**config.mk**
```make
export PLATFORM = sky130hd
export DESIGN_NAME = data_mem_dma_flat
export DESIGN_NICKNAME = d
export VERILOG_FILES = /design/src/rtl/data_mem_dma_if.sv /design/src/rtl/data_mem_dma.sv /design/src/flat_wrapper.sv
export SDC_FILE = /design/constraint.sdc
export NUM_CORES = 1
export LEC_CHECK = 0
export CORE_MARGIN = 2
export CORE_UTILIZATION = 54
export DETAILED_ROUTE_END_ITERATION = 8
export HOLD_SLACK_MARGIN = 0.08
export PLACE_DENSITY = 0.95
export SLEW_MARGIN = 20
export SYNTH_ARGS = -nofsm -noshare
export SYNTH_HDL_FRONTEND = slang
export SYNTH_SLANG_ARGS = --single-unit
```
**constraint.sdc**
```tcl
create_clock -name cpu_clk -period 5.4 [get_ports cpu_clk]
set_input_delay 0.54 -clock cpu_clk [delete_from_list [all_inputs] [get_ports cpu_clk]]
set_output_delay 0.54 -clock cpu_clk [all_outputs]
set_load 0.1 [all_outputs]
```
**src/rtl/data_mem_dma_if.sv**
```systemverilog
// Bus bundle between the data-memory DMA engine and its surroundings:
// the CPU-side start/status handshake plus the shared data-memory port.
// The DMA engine connects through the slave modport; the CPU/memory
// side connects through the master modport.
interface data_mem_dma_if #(
    parameter int DATA_WIDTH      = 32,
    parameter int DATA_ADDR_WIDTH = 32,
    parameter int LEN_WIDTH       = 8
);
    logic                       dma_start;
    logic [DATA_ADDR_WIDTH-1:0] dma_src_addr;
    logic [DATA_ADDR_WIDTH-1:0] dma_dst_addr;
    logic [LEN_WIDTH-1:0]       dma_len;
    logic                       dma_fill_en;
    logic [DATA_WIDTH-1:0]      dma_fill_data;
    logic                       cpu_mem_req;
    logic [DATA_WIDTH-1:0]      data_mem_rdata;
    logic [DATA_ADDR_WIDTH-1:0] dma_data_mem_raddr;
    logic [DATA_ADDR_WIDTH-1:0] dma_data_mem_waddr;
    logic [DATA_WIDTH-1:0]      dma_data_mem_wdata;
    logic                       data_mem_read_ctrl_by;
    logic                       data_mem_write_ctrl_by;
    logic                       dma_mem_write;
    logic                       dma_busy;
    logic                       dma_done;
    logic                       dma_err;

    modport master (
        output dma_start, dma_src_addr, dma_dst_addr, dma_len,
               dma_fill_en, dma_fill_data, cpu_mem_req, data_mem_rdata,
        input  dma_data_mem_raddr, dma_data_mem_waddr, dma_data_mem_wdata,
               data_mem_read_ctrl_by, data_mem_write_ctrl_by, dma_mem_write,
               dma_busy, dma_done, dma_err
    );

    modport slave (
        input  dma_start, dma_src_addr, dma_dst_addr, dma_len,
               dma_fill_en, dma_fill_data, cpu_mem_req, data_mem_rdata,
        output dma_data_mem_raddr, dma_data_mem_waddr, dma_data_mem_wdata,
               data_mem_read_ctrl_by, data_mem_write_ctrl_by, dma_mem_write,
               dma_busy, dma_done, dma_err
    );
endinterface

```
**src/rtl/data_mem_dma.sv**
```systemverilog
// Data-memory DMA engine: copies a block of words (one read cycle then one
// write cycle per word) or fills a block with a constant (one write cycle
// per word). The CPU always wins the memory port; the engine simply stalls
// while cpu_mem_req is high. Out-of-range requests finish immediately with
// dma_err set and never touch memory.
module data_mem_dma #(
    parameter int DATA_WIDTH      = 32,
    parameter int DATA_ADDR_WIDTH = 32,
    parameter int NUM_WORDS       = 128,
    parameter int LEN_WIDTH       = 8
) (
    input  logic            cpu_clk,
    input  logic            cpu_rst,
    data_mem_dma_if.slave   bus
);
    localparam int EXT_WIDTH = DATA_ADDR_WIDTH + 1;

    typedef enum logic [1:0] {
        IDLE  = 2'd0,
        READ  = 2'd1,
        WRITE = 2'd2,
        DONE  = 2'd3
    } state_t;

    state_t state;
    state_t next_state;

    logic [LEN_WIDTH-1:0]       idx;
    logic [LEN_WIDTH-1:0]       len_reg;
    logic [DATA_ADDR_WIDTH-1:0] src_reg;
    logic [DATA_ADDR_WIDTH-1:0] dst_reg;
    logic                       fill_en_reg;
    logic [DATA_WIDTH-1:0]      fill_data_reg;
    logic [DATA_WIDTH-1:0]      buffer;
    logic                       err_reg;

    logic [EXT_WIDTH-1:0]       src_end;
    logic [EXT_WIDTH-1:0]       dst_end;
    logic                       range_fail;
    logic                       read_active;
    logic                       write_active;
    logic                       last_word;

    // End addresses are one bit wider than an address so a huge base plus
    // length cannot wrap around and sneak past the bounds check.
    assign src_end    = {1'b0, bus.dma_src_addr} + EXT_WIDTH'(bus.dma_len);
    assign dst_end    = {1'b0, bus.dma_dst_addr} + EXT_WIDTH'(bus.dma_len);
    assign range_fail = (!bus.dma_fill_en && (src_end > EXT_WIDTH'(NUM_WORDS)))
                      || (dst_end > EXT_WIDTH'(NUM_WORDS));

    assign read_active  = (state == READ)  && !bus.cpu_mem_req;
    assign write_active = (state == WRITE) && !bus.cpu_mem_req;
    assign last_word    = (idx == (len_reg - LEN_WIDTH'(1)));

    // State register.
    always_ff @(posedge cpu_clk) begin
        if (cpu_rst) begin
            state <= IDLE;
        end else begin
            state <= next_state;
        end
    end

    // Next-state logic; a CPU request freezes the engine in READ or WRITE.
    always_comb begin
        next_state = state;
        case (state)
            IDLE: begin
                if (bus.dma_start) begin
                    if ((bus.dma_len == '0) || range_fail) begin
                        next_state = DONE;
                    end else if (bus.dma_fill_en) begin
                        next_state = WRITE;
                    end else begin
                        next_state = READ;
                    end
                end
            end
            READ: begin
                if (!bus.cpu_mem_req) begin
                    next_state = WRITE;
                end
            end
            WRITE: begin
                if (!bus.cpu_mem_req) begin
                    if (last_word) begin
                        next_state = DONE;
                    end else if (fill_en_reg) begin
                        next_state = WRITE;
                    end else begin
                        next_state = READ;
                    end
                end
            end
            DONE: begin
                next_state = IDLE;
            end
            default: begin
                next_state = IDLE;
            end
        endcase
    end

    // Captured request, word index and read buffer.
    always_ff @(posedge cpu_clk) begin
        if (cpu_rst) begin
            idx           <= '0;
            len_reg       <= '0;
            src_reg       <= '0;
            dst_reg       <= '0;
            fill_en_reg   <= 1'b0;
            fill_data_reg <= '0;
            buffer        <= '0;
            err_reg       <= 1'b0;
        end else begin
            if ((state == IDLE) && bus.dma_start) begin
                idx           <= '0;
                len_reg       <= bus.dma_len;
                src_reg       <= bus.dma_src_addr;
                dst_reg       <= bus.dma_dst_addr;
                fill_en_reg   <= bus.dma_fill_en;
                fill_data_reg <= bus.dma_fill_data;
                err_reg       <= range_fail;
            end
            if (read_active) begin
                buffer <= bus.data_mem_rdata;
            end
            if (write_active && !last_word) begin
                idx <= idx + LEN_WIDTH'(1);
            end
        end
    end

    // Outputs: memory port is driven only during a cycle that actually
    // moves data, and everything is held at zero while reset is asserted.
    always_comb begin
        bus.dma_data_mem_raddr     = '0;
        bus.dma_data_mem_waddr     = '0;
        bus.dma_data_mem_wdata     = '0;
        bus.data_mem_read_ctrl_by  = 1'b0;
        bus.data_mem_write_ctrl_by = 1'b0;
        bus.dma_mem_write          = 1'b0;
        bus.dma_busy               = 1'b0;
        bus.dma_done               = 1'b0;
        bus.dma_err                = 1'b0;
        if (!cpu_rst) begin
            bus.dma_busy = (state != IDLE);
            bus.dma_done = (state == DONE);
            bus.dma_err  = (state == DONE) && err_reg;
            if (read_active) begin
                bus.data_mem_read_ctrl_by = 1'b1;
                bus.dma_data_mem_raddr    = src_reg + DATA_ADDR_WIDTH'(idx);
            end
            if (write_active) begin
                bus.data_mem_write_ctrl_by = 1'b1;
                bus.dma_mem_write          = 1'b1;
                bus.dma_data_mem_waddr     = dst_reg + DATA_ADDR_WIDTH'(idx);
                bus.dma_data_mem_wdata     = fill_en_reg ? fill_data_reg : buffer;
            end
        end
    end
endmodule

```
**src/flat_wrapper.sv**
```systemverilog
// flat-port wrapper written by rule: the top's interface ports become plain ports
module data_mem_dma_flat 
#(
    parameter int DATA_WIDTH      = 32,
    parameter int DATA_ADDR_WIDTH = 32,
    parameter int NUM_WORDS       = 128,
    parameter int LEN_WIDTH       = 8
)
  (cpu_clk, cpu_rst, bus_dma_start, bus_dma_src_addr, bus_dma_dst_addr, bus_dma_len, bus_dma_fill_en, bus_dma_fill_data, bus_cpu_mem_req, bus_data_mem_rdata, bus_dma_data_mem_raddr, bus_dma_data_mem_waddr, bus_dma_data_mem_wdata, bus_data_mem_read_ctrl_by, bus_data_mem_write_ctrl_by, bus_dma_mem_write, bus_dma_busy, bus_dma_done, bus_dma_err);
  data_mem_dma_if #(.DATA_WIDTH(DATA_WIDTH), .DATA_ADDR_WIDTH(DATA_ADDR_WIDTH), .LEN_WIDTH(LEN_WIDTH)) bus_i ();
  input  logic cpu_clk;
  input  logic cpu_rst;
  input wire logic [$bits(bus_i.dma_start)-1:0] bus_dma_start;
  input wire logic [$bits(bus_i.dma_src_addr)-1:0] bus_dma_src_addr;
  input wire logic [$bits(bus_i.dma_dst_addr)-1:0] bus_dma_dst_addr;
  input wire logic [$bits(bus_i.dma_len)-1:0] bus_dma_len;
  input wire logic [$bits(bus_i.dma_fill_en)-1:0] bus_dma_fill_en;
  input wire logic [$bits(bus_i.dma_fill_data)-1:0] bus_dma_fill_data;
  input wire logic [$bits(bus_i.cpu_mem_req)-1:0] bus_cpu_mem_req;
  input wire logic [$bits(bus_i.data_mem_rdata)-1:0] bus_data_mem_rdata;
  output wire logic [$bits(bus_i.dma_data_mem_raddr)-1:0] bus_dma_data_mem_raddr;
  output wire logic [$bits(bus_i.dma_data_mem_waddr)-1:0] bus_dma_data_mem_waddr;
  output wire logic [$bits(bus_i.dma_data_mem_wdata)-1:0] bus_dma_data_mem_wdata;
  output wire logic [$bits(bus_i.data_mem_read_ctrl_by)-1:0] bus_data_mem_read_ctrl_by;
  output wire logic [$bits(bus_i.data_mem_write_ctrl_by)-1:0] bus_data_mem_write_ctrl_by;
  output wire logic [$bits(bus_i.dma_mem_write)-1:0] bus_dma_mem_write;
  output wire logic [$bits(bus_i.dma_busy)-1:0] bus_dma_busy;
  output wire logic [$bits(bus_i.dma_done)-1:0] bus_dma_done;
  output wire logic [$bits(bus_i.dma_err)-1:0] bus_dma_err;
  assign bus_i.dma_start = bus_dma_start;
  assign bus_i.dma_src_addr = bus_dma_src_addr;
  assign bus_i.dma_dst_addr = bus_dma_dst_addr;
  assign bus_i.dma_len = bus_dma_len;
  assign bus_i.dma_fill_en = bus_dma_fill_en;
  assign bus_i.dma_fill_data = bus_dma_fill_data;
  assign bus_i.cpu_mem_req = bus_cpu_mem_req;
  assign bus_i.data_mem_rdata = bus_data_mem_rdata;
  assign bus_dma_data_mem_raddr = bus_i.dma_data_mem_raddr;
  assign bus_dma_data_mem_waddr = bus_i.dma_data_mem_waddr;
  assign bus_dma_data_mem_wdata = bus_i.dma_data_mem_wdata;
  assign bus_data_mem_read_ctrl_by = bus_i.data_mem_read_ctrl_by;
  assign bus_data_mem_write_ctrl_by = bus_i.data_mem_write_ctrl_by;
  assign bus_dma_mem_write = bus_i.dma_mem_write;
  assign bus_dma_busy = bus_i.dma_busy;
  assign bus_dma_done = bus_i.dma_done;
  assign bus_dma_err = bus_i.dma_err;
  data_mem_dma #(.DATA_WIDTH(DATA_WIDTH), .DATA_ADDR_WIDTH(DATA_ADDR_WIDTH), .NUM_WORDS(NUM_WORDS), .LEN_WIDTH(LEN_WIDTH)) u_core (.cpu_clk(cpu_clk), .cpu_rst(cpu_rst), .bus(bus_i));
endmodule
```
Word level (Yosys, flattened, before mapping)
Index checks and enable logic that the tools add are counted.
Widths: inputs -> output; s select.
{"block": "op_classes", "add_sub_neg": 6, "magnitude_cmp": 2, "eq_ne": 7, "n_mux": 24, "n_reduce_logical": 16}
{"op": "$mux 32", "n": 7}
{"op": "$add 32x8->33", "n": 2}
{"op": "$gt 33x8->1 const B", "n": 2}
{"op": "$add 32x8->32", "n": 2}
{"op": "$mux 8", "n": 2}
{"op": "$mux 2", "n": 7}
{"op": "$add 8x1->8 const B", "n": 1}
{"op": "$eq 8x8->1", "n": 1}
{"op": "$logic_not 8->1", "n": 1}
{"op": "$pmux 2 s4", "n": 1}
{"op": "$sub 8x1->8 const B", "n": 1}
{"op": "$mux 1", "n": 7}
{"op": "$logic_and 1x1->1", "n": 6}
{"op": "$ne 2x2->1 const B", "n": 3}
{"op": "$eq 2x2->1 const B", "n": 2}
{"op": "$reduce_bool 2->1", "n": 2}
{"op": "$logic_not 1->1", "n": 3}
{"op": "$reduce_and 3->1", "n": 1}
{"op": "$eq 2x1->1 const B", "n": 1}
{"op": "$logic_not 2->1", "n": 1}
{"op": "$logic_or 1x1->1", "n": 2}
{"block": "word_totals", "ff_bits": 148, "output_inout_bits": 102, "wordCells": 64}

Logic depth before layout (Yosys ltp)
Gate-level depths: netlist of the first run.
{"block": "depth", "depth_word": 8, "ltp_mapped": 13, "ltp_nobuf": 12}

Worst setup path before layout of the first run
No wires, ideal clock.
{"block": "synth_timing", "path_kind": "reg-to-output", "startpoint": "reg u_core.idx[0]", "endpoint": "out bus_dma_data_mem_raddr[20]", "t_arrival_ns": 3.827, "t_required_ns": 4.860, "setup_slack_ns": 1.033, "path_stages_with_launch": 14, "path_cell_list": "dfxtp_1 > ha_1 > inv_1 > fa_1 > nor2b_1 > o21ai_1 > a21oi_1 > o21ai_1 > a21boi_0 > o21ai_1 > clkbuf_1 > a2111oi_0 > xnor2_1 > nor2_1"}
{"block": "synth_between", "elab_chain_len": 3}
{"item": "start, declared", "line": "data_mem_dma.sv:28", "source": "logic [LEN_WIDTH-1:0] idx;"}
{"item": "start signal, assigned", "line": "data_mem_dma.sv:129", "source": "idx <= idx + LEN_WIDTH'(1);"}
{"item": "$add 32x8->32", "line": "data_mem_dma.sv:152", "source": "bus.dma_data_mem_raddr = src_reg + DATA_ADDR_WIDTH'(idx);"}
{"item": "$mux 32", "line": "data_mem_dma.sv:150", "source": "if (read_active) begin"}
{"item": "$mux 32", "line": "data_mem_dma.sv:146", "source": "if (!cpu_rst) begin"}
{"item": "end, declared", "line": "flat_wrapper.sv:21", "source": "output wire logic [$bits(bus_i.dma_data_mem_raddr)-1:0] bus_dma_data_mem_raddr;"}
Every way passes these cells.

Final worst setup path of the first run
{"block": "layout_timing", "startpoint": "reg u_core.idx[0]", "endpoint": "out bus_dma_data_mem_waddr[18]"}
{"block": "layout_between", "elab_chain_len": 3}
{"item": "$add 32x8->32", "line": "data_mem_dma.sv:157", "source": "bus.dma_data_mem_waddr = dst_reg + DATA_ADDR_WIDTH'(idx);"}
{"item": "$mux 32", "line": "data_mem_dma.sv:154", "source": "if (write_active) begin"}
{"item": "$mux 32", "line": "data_mem_dma.sv:146"}
{"item": "end, declared", "line": "flat_wrapper.sv:22", "source": "output wire logic [$bits(bus_i.dma_data_mem_waddr)-1:0] bus_dma_data_mem_waddr;"}
Every way passes these cells.

==> results by group, run 1 <==
Yosys
  • Area contributors post-synth: dfxtp_1, nand2_1, a21oi_1, xnor2_1, nor2_1
  • Prevailing post-synth register cell: dfxtp_1
  • Post-Syn Area: 0.00966 mm²
  • Synth Instances: 1359
  • Net count after synthesis: between 1500 and 2000
  • Share of the synthesized area in the top cell type: 30.7%
  • Sequential element share of the synthesized area: 30.7%
  • Yosys reg bits: between 100 and 150
  • Number of synthesized flops with an enable pin: 0
  • Post-Syn Area per Cell: 7.11 µm²
  • Distinct cell type count after synthesis: 65
  • Cell taking the most area after synthesis: dfxtp_1
  • Post-synth ARST share: 0%
  • Ys Warns: 0

Clocking
  • # hold bufs at CTS: 0
  • Clk_lat worst skew: 430 ps
  • CTS tree: built
  • Clock Path Buffers: 2
  • Post-CTS sizing: 0
  • Clk sinks: 148
  • Cts bufs inserted: 17
  • Root Buffer: clkbuf_16
  • Setup repair bufs after CTS: 0
  • Clock Pin Slew Worst Setup and Hold Paths: 60 ps
  • H-tree levels: 4

Global routing
  • First-pass GRT wire length: 47400 µm
  • GRT overflow: 0
  • Number of global-route vias before repair: 9576
  • GRT met3 Usage: 5.96%
  • GR peak layer: met2
  • GR met2 Demand/Resource: 52.4%
  • Met1 Use GR: 39.5%
  • GRT Total Usage: 31.4%
  • Largest net degree at the start of global routing: 86
  • Initial antenna violation count: 0

Timing
  • Period minus WS final: 4540 ps
  • Worst rel slew slack: 26.7%
  • Fin crit share: 84.1%
  • Endpoints failing hold: 0
  • RSZ-0062 raised after global routing: no
  • Final clock skew: 9.28 ps
  • Setup violators final: 0
  • Least-Margin Pin Slew: 1100 ps
  • Hold Slack: 452 ps
  • Setup TNS: 0 ps
  • Max Clock Freq: 0.220 GHz
  • Pins over their slew limit: 0

Placed design
  • Final HPWL DP: roughly 22000 µm
  • Routability cong.: 0.965
  • DP Cell Count: 1751
  • Input/output buffers: 242

Routing
  • Antenna-violating nets left: 0
  • DRT Pass-1 Iters: 5
  • Drt initial violations: 1101
  • Vias per cell: ~6
  • Post-route DRC: 0
  • DR WL/cell: around 17 µm
  • Final WL: 30700 µm
  • Vias: between 10000 and 15000

Setup path
  • Critical register-to-register path startpoint: u_core.len_reg[0]$_SDFFE_PP0P_
  • Worst reg2reg path endpoint: u_core.idx[7]$_SDFFE_PP0P_
  • Worst Path Required: approximately 4900 ps
  • CP Launch Point: u_core.idx[0]$_SDFFE_PP0P_
  • Largest fanout on the critical path: 13
  • Crit Path Category: register to output pin
  • Setup crit end: bus_dma_data_mem_waddr[18]
  • Critical path arrival: 4000 ps
  • Most Frequent Cell on Critical Path: a21oi_1
  • Critical Path Slowest Stage Cell: a21oi_1
  • CP Launch Type: register
  • Crit end category: output pin
  • Crit-path max cell delay: about 870 ps
  • Flop-to-flop setup slack: ~2700 ps
  • Worst path cell trace: ha_1 > fa_1 > a21o_1 > a21oi_1 > o21bai_1 > a21oi_1 > o21bai_1 > a21oi_1 > nor4_1 > xnor2_1 > nor2_1 > buf_4
  • R2R depth: 9

Status
  • Status: complete, no violations

Min path
  • Worst min path class: register to register

Cells and area
  • Syn-to-layout area delta: 29.3%
  • Nets@finish: 1724
  • Layout Cells excl Fill: around 1800
  • Antenna diodes: 0
  • Share of cells above drive strength 1: a little under a tenth

Die
  • Starting density of the core: 55.4%
  • Width of the die: around 140 µm
  • Ports: 243
  • Core Footprint: 0.0174 mm²
  • Die area: 0.0190 mm²
  • Die Y: 138 µm
  • Row cnt: 48

Power and ir drop
  • Power consumption: 3.12 mW
  • Leakage: 4.52 nW
  • Max VDD drop: 0.234 mV
  • Pwr dens: ~250 mW/mm²

Run
  • Max-cap violations: 0
==> cells in the mapped netlist (7+ instances only) <==
cell      number
clkbuf_1      74
nor3_1        33
mux2i_1       36
a31oi_1        8
xnor2_1       64
a21o_1         9
ha_1          34
or3_1         14
a21oi_1      187
nor4_1         9
dfxtp_1      148
and3_1        28
nand4_1       18
a211oi_1      12
nor2_1       117
inv_1         38
xor2_1        23
nand2_1      332
o21ai_0       24
o211ai_1       7
nand3_1       32
==> stage by stage <==
| step | util, % | setup WS (ps) | area [µm²] |
|---|---|---|---|
| final | 71.7 | 858 | 12500 |
| after global routing | 71.7 | 581 | 12500 |
| after CTS | 71.6 | 869 | 12500 |
| after detailed placement | 68.2 | 1160 | 11900 |
| after global placement | 68.2 | 1240 | 11900 |
| after floorplan | - | 1030 | 9660 |
==> how the worst min path moves through the flow <==
stage / start / end / slack (ps) / cells past startpoint
after floorplan: u_core.buffer[0]$_SDFFE_PP0P_ / u_core.buffer[0]$_SDFFE_PP0P_ / 440 / 2
after global placement: u_core.buffer[5]$_SDFFE_PP0P_ / u_core.buffer[5]$_SDFFE_PP0P_ / 440 / 2
after detailed placement: u_core.buffer[3]$_SDFFE_PP0P_ / u_core.buffer[3]$_SDFFE_PP0P_ / 450 / 2
after CTS: u_core.buffer[3]$_SDFFE_PP0P_ / u_core.buffer[3]$_SDFFE_PP0P_ / 460 / 2
after global routing: u_core.buffer[30]$_SDFFE_PP0P_ / u_core.buffer[30]$_SDFFE_PP0P_ / 470 / 2
final: u_core.buffer[3]$_SDFFE_PP0P_ / u_core.buffer[3]$_SDFFE_PP0P_ / 450 / 2
==> per-layer routing <==
metal,wire [µm],vias to the layer above,part of all wire [%]
li1,-,5062,-
met1,12500,4818,41
met2,14600,485,48
met3,2440,84,8.0
met4,1070,0,3.5
met5,0,-,0
==> final cells by class <==
| cell class | instances | area [µm²] |
|---|---|---|
| clock inverters | 14 | 163 |
| clock buffers | 18 | 439 |
| fillers | 1422 | 4930 |
| well taps | 225 | 282 |
| inverters | 38 | 143 |
| repair buffers | 249 | 2240 |
| flip-flops and latches | 148 | 2960 |
| multi-input cells | 1091 | 6250 |
==> cell usage in the layout, fill, tap and decap left out, drive strengths merged, types with 23 or more instances in the layout <==
cell type        n
a21oi          187
and3            28
buf            100
clkdlybuf4s50  149
dfxtp          148
ha              34
inv             45
mux2i           36
nand2          332
nand3           32
nor2           118
nor3            35
o21ai           30
xnor2           64
xor2            23
==> cells by family after synthesis <==
logic type      count (synthesis)  synth area share [%]
buf+inv                       120                  4.85
xor+xnor                       87                  7.89
mux                            38                  3.96
flops                         148                  30.7
compound gates                302                  18.6
fa+ha+maj                      38                  5.23
simple gates                  626                  28.7
==> where the power goes <==
group	total (mW)	internal (mW)	leakage [nW]	switching, mW
clock network	1.21	0.706	0.288	0.506
logic	0.664	0.271	3.02	0.393
registers	1.24	1.17	1.21	0.0740
==> worst max-delay path, delay by kind of cell (launching register included) <==
| kind | cells | cell delay [ps] |
|---|---|---|
| compound gates | 6 | 1710 |
| xor+xnor | 1 | 190 |
| fa+ha+maj | 2 | 660 |
| buf+inv | 1 | 300 |
| flops | 1 | 380 |
| simple gates | 2 | 330 |
(Power assumes the default switching activity.)
==> inputs of run 2 (changes only) <==
CORE_UTILIZATION = 46   (was 54)
PLACE_DENSITY = 0.89   (was 0.95)
clock period = 3.7 ns   (was 5.4 ns; I/O delays follow)
==> results by group, run 2 (synthesized netlist as in run 1, its figures left out) <==
Status
  • Status: complete, no violations

Setup path
  • Critical Path Slowest Stage Cell: fa_1
  • Kind of cell adding the most delay to the critical path: compound AO/OA/AOI/OAI gates
  • CP Launch Type: register
  • Crit-path max cell delay: 390 ps
  • Critical path arrival: 3270 ps
  • Largest fanout on the critical path: 8
  • Crit Path Category: register to output pin
  • Crit path buf inv count: 3
  • Worst Path Required: 3330 ps
  • Worst path cell trace: ha_1 > inv_1 > fa_1 > nor2b_1 > o21ai_1 > a21oi_2 > o21ai_1 > a21boi_2 > o21ai_2 > buf_4 > a211oi_1 > xnor2_1 > nor2_2 > buf_12
  • Crit end category: output pin
  • Most Frequent Cell on Critical Path: o21ai_1

Routing
  • Final WL: 33300 µm
  • Drt initial violations: 754
  • Vias: 10872
  • Post-route DRC: 0
  • DR WL/cell: 17.7 µm
  • Antenna-violating nets left: 0
  • Vias per cell: between 5 and 6
  • DRT Pass-1 Iters: 6

Cells and area
  • Antenna diodes: 0
  • Share of cells above drive strength 1: 16.6%
  • Nets@finish: 1776
  • Commonest non-fill, non-tap cell in the layout: nand2_1
  • Commonest non-fill, non-tap cells in the layout: nand2_1, a21oi_1, dfxtp_1, clkdlybuf4s50_1, buf_12
  • Syn-to-layout area delta: 47.9%

Power and ir drop
  • Pwr dens: between 300 and 400 mW/mm²
  • Max VDD drop: 0.298 mV
  • Leakage: 5.04 nW

Timing
  • Setup violators final: 0
  • Hold Slack: 359 ps
  • Fin crit share: 98.2%
  • RSZ-0062 raised after global routing: yes
  • Post-route setup slack: between 60 and 70 ps
  • Max Clock Freq: 0.275 GHz
  • Worst rel slew slack: 28.5%
  • Endpoints failing hold: 0
  • Pins over their slew limit: 0
  • Least-Margin Pin Slew: 1070 ps
  • Final clock skew: 12.4 ps
  • Period minus WS final: 3640 ps

Global routing
  • Initial antenna violation count: 0
  • Largest net degree at the start of global routing: 89
  • First-pass GRT wire length: 52500 µm
  • GRT Total Usage: 29.3%
  • GRT overflow: 0
  • Number of global-route vias before repair: 10309

Min path
  • Worst min path class: input port to register

Placed design
  • Input/output buffers: ~240
  • Final HPWL DP: 24500 µm
  • Routability cong.: 0.949
  • Setup Slack @ Placement: -66.0 ps

Clocking
  • Clk_lat worst skew: between 400 and 500 ps
  • CTS tree: built
  • Clock Pin Slew Worst Setup and Hold Paths: 60 ps
  • H-tree levels: 4
  • Cts bufs inserted: 17
  • Root Buffer: clkbuf_16
  • Clock Path Buffers: 2
  • Clk sinks: 148

Die
  • Row cnt: 53
  • Die Y: 149 µm
  • Core Footprint: 0.0208 mm²
  • Starting density of the core: 46.4%
  • Ports: 243
  • Die area: ~0.022 mm²
  • Width of the die: 149 µm

Run
  • Max-cap violations: 0
==> run 2: cell count changes in the layout (fill, tap and decap cells not counted), sizes merged <==
cell | before | now
clkinv | 2 | 3
clkdlybuf4s50 | 149 | 139
buf | 100 | 162
inv | 45 | 46
clkinvlp | 3 | 2
bufinv | 2 | 1
==> run 2: timing repair <==
action,CTS,global route
hold buffers,0,0
setup buffers,1,4
gates cloned,0,1
endpoints found under the hold margin,0,0
gates resized for setup,4,19
endpoints found under the setup margin,10,27
pin swaps,0,9
==> run 2: worst paths after layout <==
path / start / end / slack [ps] / cells after the start
setup / recovery: u_core.src_reg[0]$_SDFFE_PP0P_ / bus_dma_data_mem_raddr[14] / 60 / 14
setup reg to reg: u_core.len_reg[0]$_SDFFE_PP0P_ / u_core.idx[6]$_SDFFE_PP0P_ / 1020 / 11
hold / removal: cpu_rst / u_core.state[0]$_SDFFE_PP0P_ / 360 / 3
hold reg to reg: u_core.buffer[18]$_SDFFE_PP0P_ / u_core.buffer[18]$_SDFFE_PP0P_ / 450 / 2
==> run 2: power by group <==
group	internal, mW	switching, mW
Sequential	1.70	0.108
Combinational	0.447	0.604
Clock	0.962	0.781
Total	3.11	1.49
==> run 2: area by class of cell <==
class,count,area [µm²]
flip-flops and latches,148,2960
repair buffers,301,3810
clock buffers,18,429
well taps,275,344
fillers,1648,6540
inverters,38,143
multi-input cells,1091,6430
clock inverters,14,161
==> run 2: worst register-to-register path, stage by stage, from the launching register on <==
cell and delay [ps]:
dfxtp_1 390, inv_1 70, ha_1 250, nor3b_1 170
xnor2_1 130, a2111oi_0 390, o211ai_1 360, nand2_1 300
nor2_1 80, and3_1 190, xnor2_1 140, nor3_1 60
==> run 2: per-stage QoR <==
stage	instance area [µm²]	setup TNS [ps]	utilization, %	total power, mW	instances
3_3_place_gp	13600	-15.3	65.2	2.84	1847
3_5_place_dp	13600	-133	65.2	2.87	1847
5_1_grt	14300	-683	68.6	4.79	1885
6_report	14300	0	68.6	4.60	1885
2_1_floorplan	9780	-418	-	2.44	1359
4_1_cts	14200	0	68.1	4.60	1880
==> run 2: routing by layer <==
metal | share of wire, % | GRT usage [%]
met5 | 0 | 0
met4 | 3.9 | 12.5
met3 | 7.4 | 5.44
met2 | 50 | 50.2
met1 | 39 | 36.1
==> inputs of run 3 (changes only) <==
ABC_AREA = 1   (was default)
CORE_UTILIZATION = 47   (was 46)
PLACE_DENSITY = 0.88   (was 0.89)
==> results by group, run 3 <==
Status
  • Failing checks: setup timing
  • Status: complete, but fails checks

Setup path
  • Largest fanout on the critical path: 8
  • Critical register-to-register path startpoint: u_core.len_reg[0]$_SDFFE_PP0P_
  • Worst reg2reg path endpoint: u_core.idx[5]$_SDFFE_PP0P_
  • Crit end category: output pin
  • Setup crit end: bus_dma_data_mem_waddr[11]
  • Critical path arrival: ~3300 ps
  • R2R depth: 12
  • Flop-to-flop setup slack: 1190 ps
  • CP Launch Point: u_core.idx[1]$_SDFFE_PP0P_
  • Crit Path Category: register to output pin
  • Worst Path Required: ~3300 ps
  • CP Launch Type: register

Timing
  • Max Clock Freq: about 0.27 GHz
  • Final clock skew: 6.64 ps
  • Setup violators final: 1
  • Endpoints failing hold: 0
  • Period minus WS final: 3710 ps
  • Least-Margin Pin Slew: 942 ps
  • Fin crit share: 100%
  • Worst rel slew slack: 37.1%
  • Setup TNS: -14.1 ps
  • Post-route setup slack: -14.1 ps
  • Pins over their slew limit: 0
  • RSZ-0062 raised after global routing: yes

Routing
  • Vias per cell: between 5 and 6
  • Drt initial violations: 1394
  • Post-route DRC: 0
  • Vias: about 13000
  • Antenna-violating nets left: 0
  • Met3 wire length: 3170 µm
  • Highest routed layer: met4
  • Met1 wire length: 16100 µm
  • Final WL: about 39000 µm
  • DR WL/cell: between 15 and 20 µm
  • Routed wl met2: 18000 µm
  • DRT Pass-1 Iters: 6

Cells and area
  • Commonest non-fill, non-tap cell in the layout: nand2_1
  • Commonest non-fill, non-tap cells in the layout: nand2_1, nor2_1, inv_1, o21ai_0, a21oi_1
  • Antenna diodes: 0
  • Syn-to-layout area delta: 41.6%
  • Share of cells above drive strength 1: between 10% and 20%
  • Nets@finish: 2209
  • Design area: between 0.015 and 0.02 mm²
  • Layout Cells excl Fill: 2328

Die
  • Core Footprint: 0.0226 mm²
  • Starting density of the core: about 48%
  • Die area: 0.0243 mm²
  • Ports: 243
  • Die Y: 156 µm
  • Width of the die: 156 µm
  • Row cnt: 55

Power and ir drop
  • Power consumption: just over 7 mW
  • Leakage: 6.43 nW
  • Max VDD drop: 0.340 mV
  • Pwr dens: 463 mW/mm²

Placed design
  • Routability cong.: 0.961
  • DP Cell Count: 2287
  • Final HPWL DP: 29300 µm
  • Input/output buffers: 242
  • Post-DP Area: 0.0146 mm²

Global routing
  • GRT overflow: 0
  • Number of global-route vias before repair: about 12000
  • Initial antenna violation count: 0
  • Largest net degree at the start of global routing: 83
  • GRT Total Usage: 30.5%
  • First-pass GRT wire length: slightly below 60000 µm

Yosys
  • Cell with the most instances after synthesis: nand2_1
  • Cell taking the most area after synthesis: dfxtp_1
  • Prevailing post-synth register cell: dfxtp_1
  • Post-Syn Area: approximately 0.011 mm²
  • Sequential element share of the synthesized area: 27.3%
  • Distinct cell type count after synthesis: 50
  • Post-synth ARST share: 0%
  • Synth Instances: around 1800
  • Post-synth top cells: nand2_1, nor2_1, inv_1
  • Number of synthesized flops with an enable pin: 0
  • Net count after synthesis: 1988
  • Area contributors post-synth: dfxtp_1, nand2_1, nor2_1, inv_1, a21oi_1
  • Yosys reg bits: between 100 and 150
  • Ys Warns: 0
  • Share of the synthesized area in the top cell type: 27.3%
  • Post-Syn Area per Cell: 5.99 µm²

Clocking
  • Cts bufs inserted: 17
  • H-tree levels: 4
  • Clk_lat worst skew: between 400 and 500 ps
  • # hold bufs at CTS: 0
  • Root Buffer: clkbuf_16
  • Clock Path Buffers: 2
  • CTS tree: built
  • Clock Pin Slew Worst Setup and Hold Paths: 70 ps
  • Clk sinks: roughly 150

Run
  • Max-cap violations: 0

Min path
  • Worst min path class: register to register
-- run 3: routing by layer --
| layer | vias to the layer above | GRT usage [%] |
|---|---|---|
| met1 | 5904 | 40.7 |
| met3 | 111 | 3.78 |
| met5 | - | 0 |
| li1 | 6328 | - |
| met4 | 0 | 12.0 |
| met2 | 664 | 50.3 |
-- run 3: metrics by stage --
| stage | setup WS [ps] | util, % | hold slack, ps |
|---|---|---|---|
| global placement | 264 | 64.3 | 438 |
| CTS | 17.5 | 67.2 | 453 |
| global route | -46.6 | 67.8 | 478 |
| detailed placement | 241 | 64.3 | 443 |
| floorplan | -460 | - | 430 |
| finish | -14.1 | 67.8 | 454 |
-- run 3: report_power, final --
group,leakage (nW),switching [mW],total (mW),internal (mW)
sequential,1.22,0.446,2.49,2.05
clock,0.303,0.775,1.82,1.05
combinational,4.91,1.84,2.79,0.957
total,6.43,3.06,7.11,4.05
-- run 3: cells by family (layout without fill, tap and decap cells) --
group           count (synthesis)  after routing  share of synthesized area, %
fa+ha+maj                      38             38                          4.66
buf+inv                       293            527                          10.5
xor+xnor                       36             36                          2.91
simple gates                  940            940                          37.5
compound gates                354            354                          17.1
flops                         148            148                          27.3
-- run 3: critical path, stage by stage, from the launching register on --
cell and delay [ps]:
dfxtp_1 310, buf_4 170, ha_1 280, nand3_1 80, nand2_1 100, nand2_1 80
nand2_1 90, a21oi_1 100, nor2_2 190, nor2_1 100, o21bai_1 240, nand2_1 140
a21oi_1 230, nand2_1 110, nor2_1 140, nor2_1 70, nor3_2 280, buf_12 220
-- run 3: how the worst min path moves through the flow --
stage                                     endpoint                            from  slack, ps  cells after the start
global placement    u_core.buffer[11]$_SDFFE_PP0P_  u_core.buffer[11]$_SDFFE_PP0P_        440                      2
CTS                 u_core.buffer[28]$_SDFFE_PP0P_  u_core.buffer[28]$_SDFFE_PP0P_        450                      2
finish              u_core.buffer[29]$_SDFFE_PP0P_  u_core.buffer[29]$_SDFFE_PP0P_        450                      2
detailed placement  u_core.buffer[29]$_SDFFE_PP0P_  u_core.buffer[29]$_SDFFE_PP0P_        440                      2
floorplan            u_core.buffer[0]$_SDFFE_PP0P_   u_core.buffer[0]$_SDFFE_PP0P_        430                      2
global route        u_core.buffer[20]$_SDFFE_PP0P_  u_core.buffer[20]$_SDFFE_PP0P_        480                      2
-- run 3: what timing repair did --
action	in CTS	in global routing
endpoints found under the setup margin	9	20
buffers inserted	4	5
pin swaps	3	12
gates resized for setup	7	20
hold endpoints to repair	0	0
-- run 3: final cells by class --
class / instances / area [µm²]
flip-flops and latches: 148 / 2970
clock buffers: 18 / 439
well taps: 285 / 357
multi-input cells: 1368 / 6970
inverters: 229 / 861
fillers: 1827 / 7300
repair buffers: 266 / 3560
clock inverters: 14 / 181
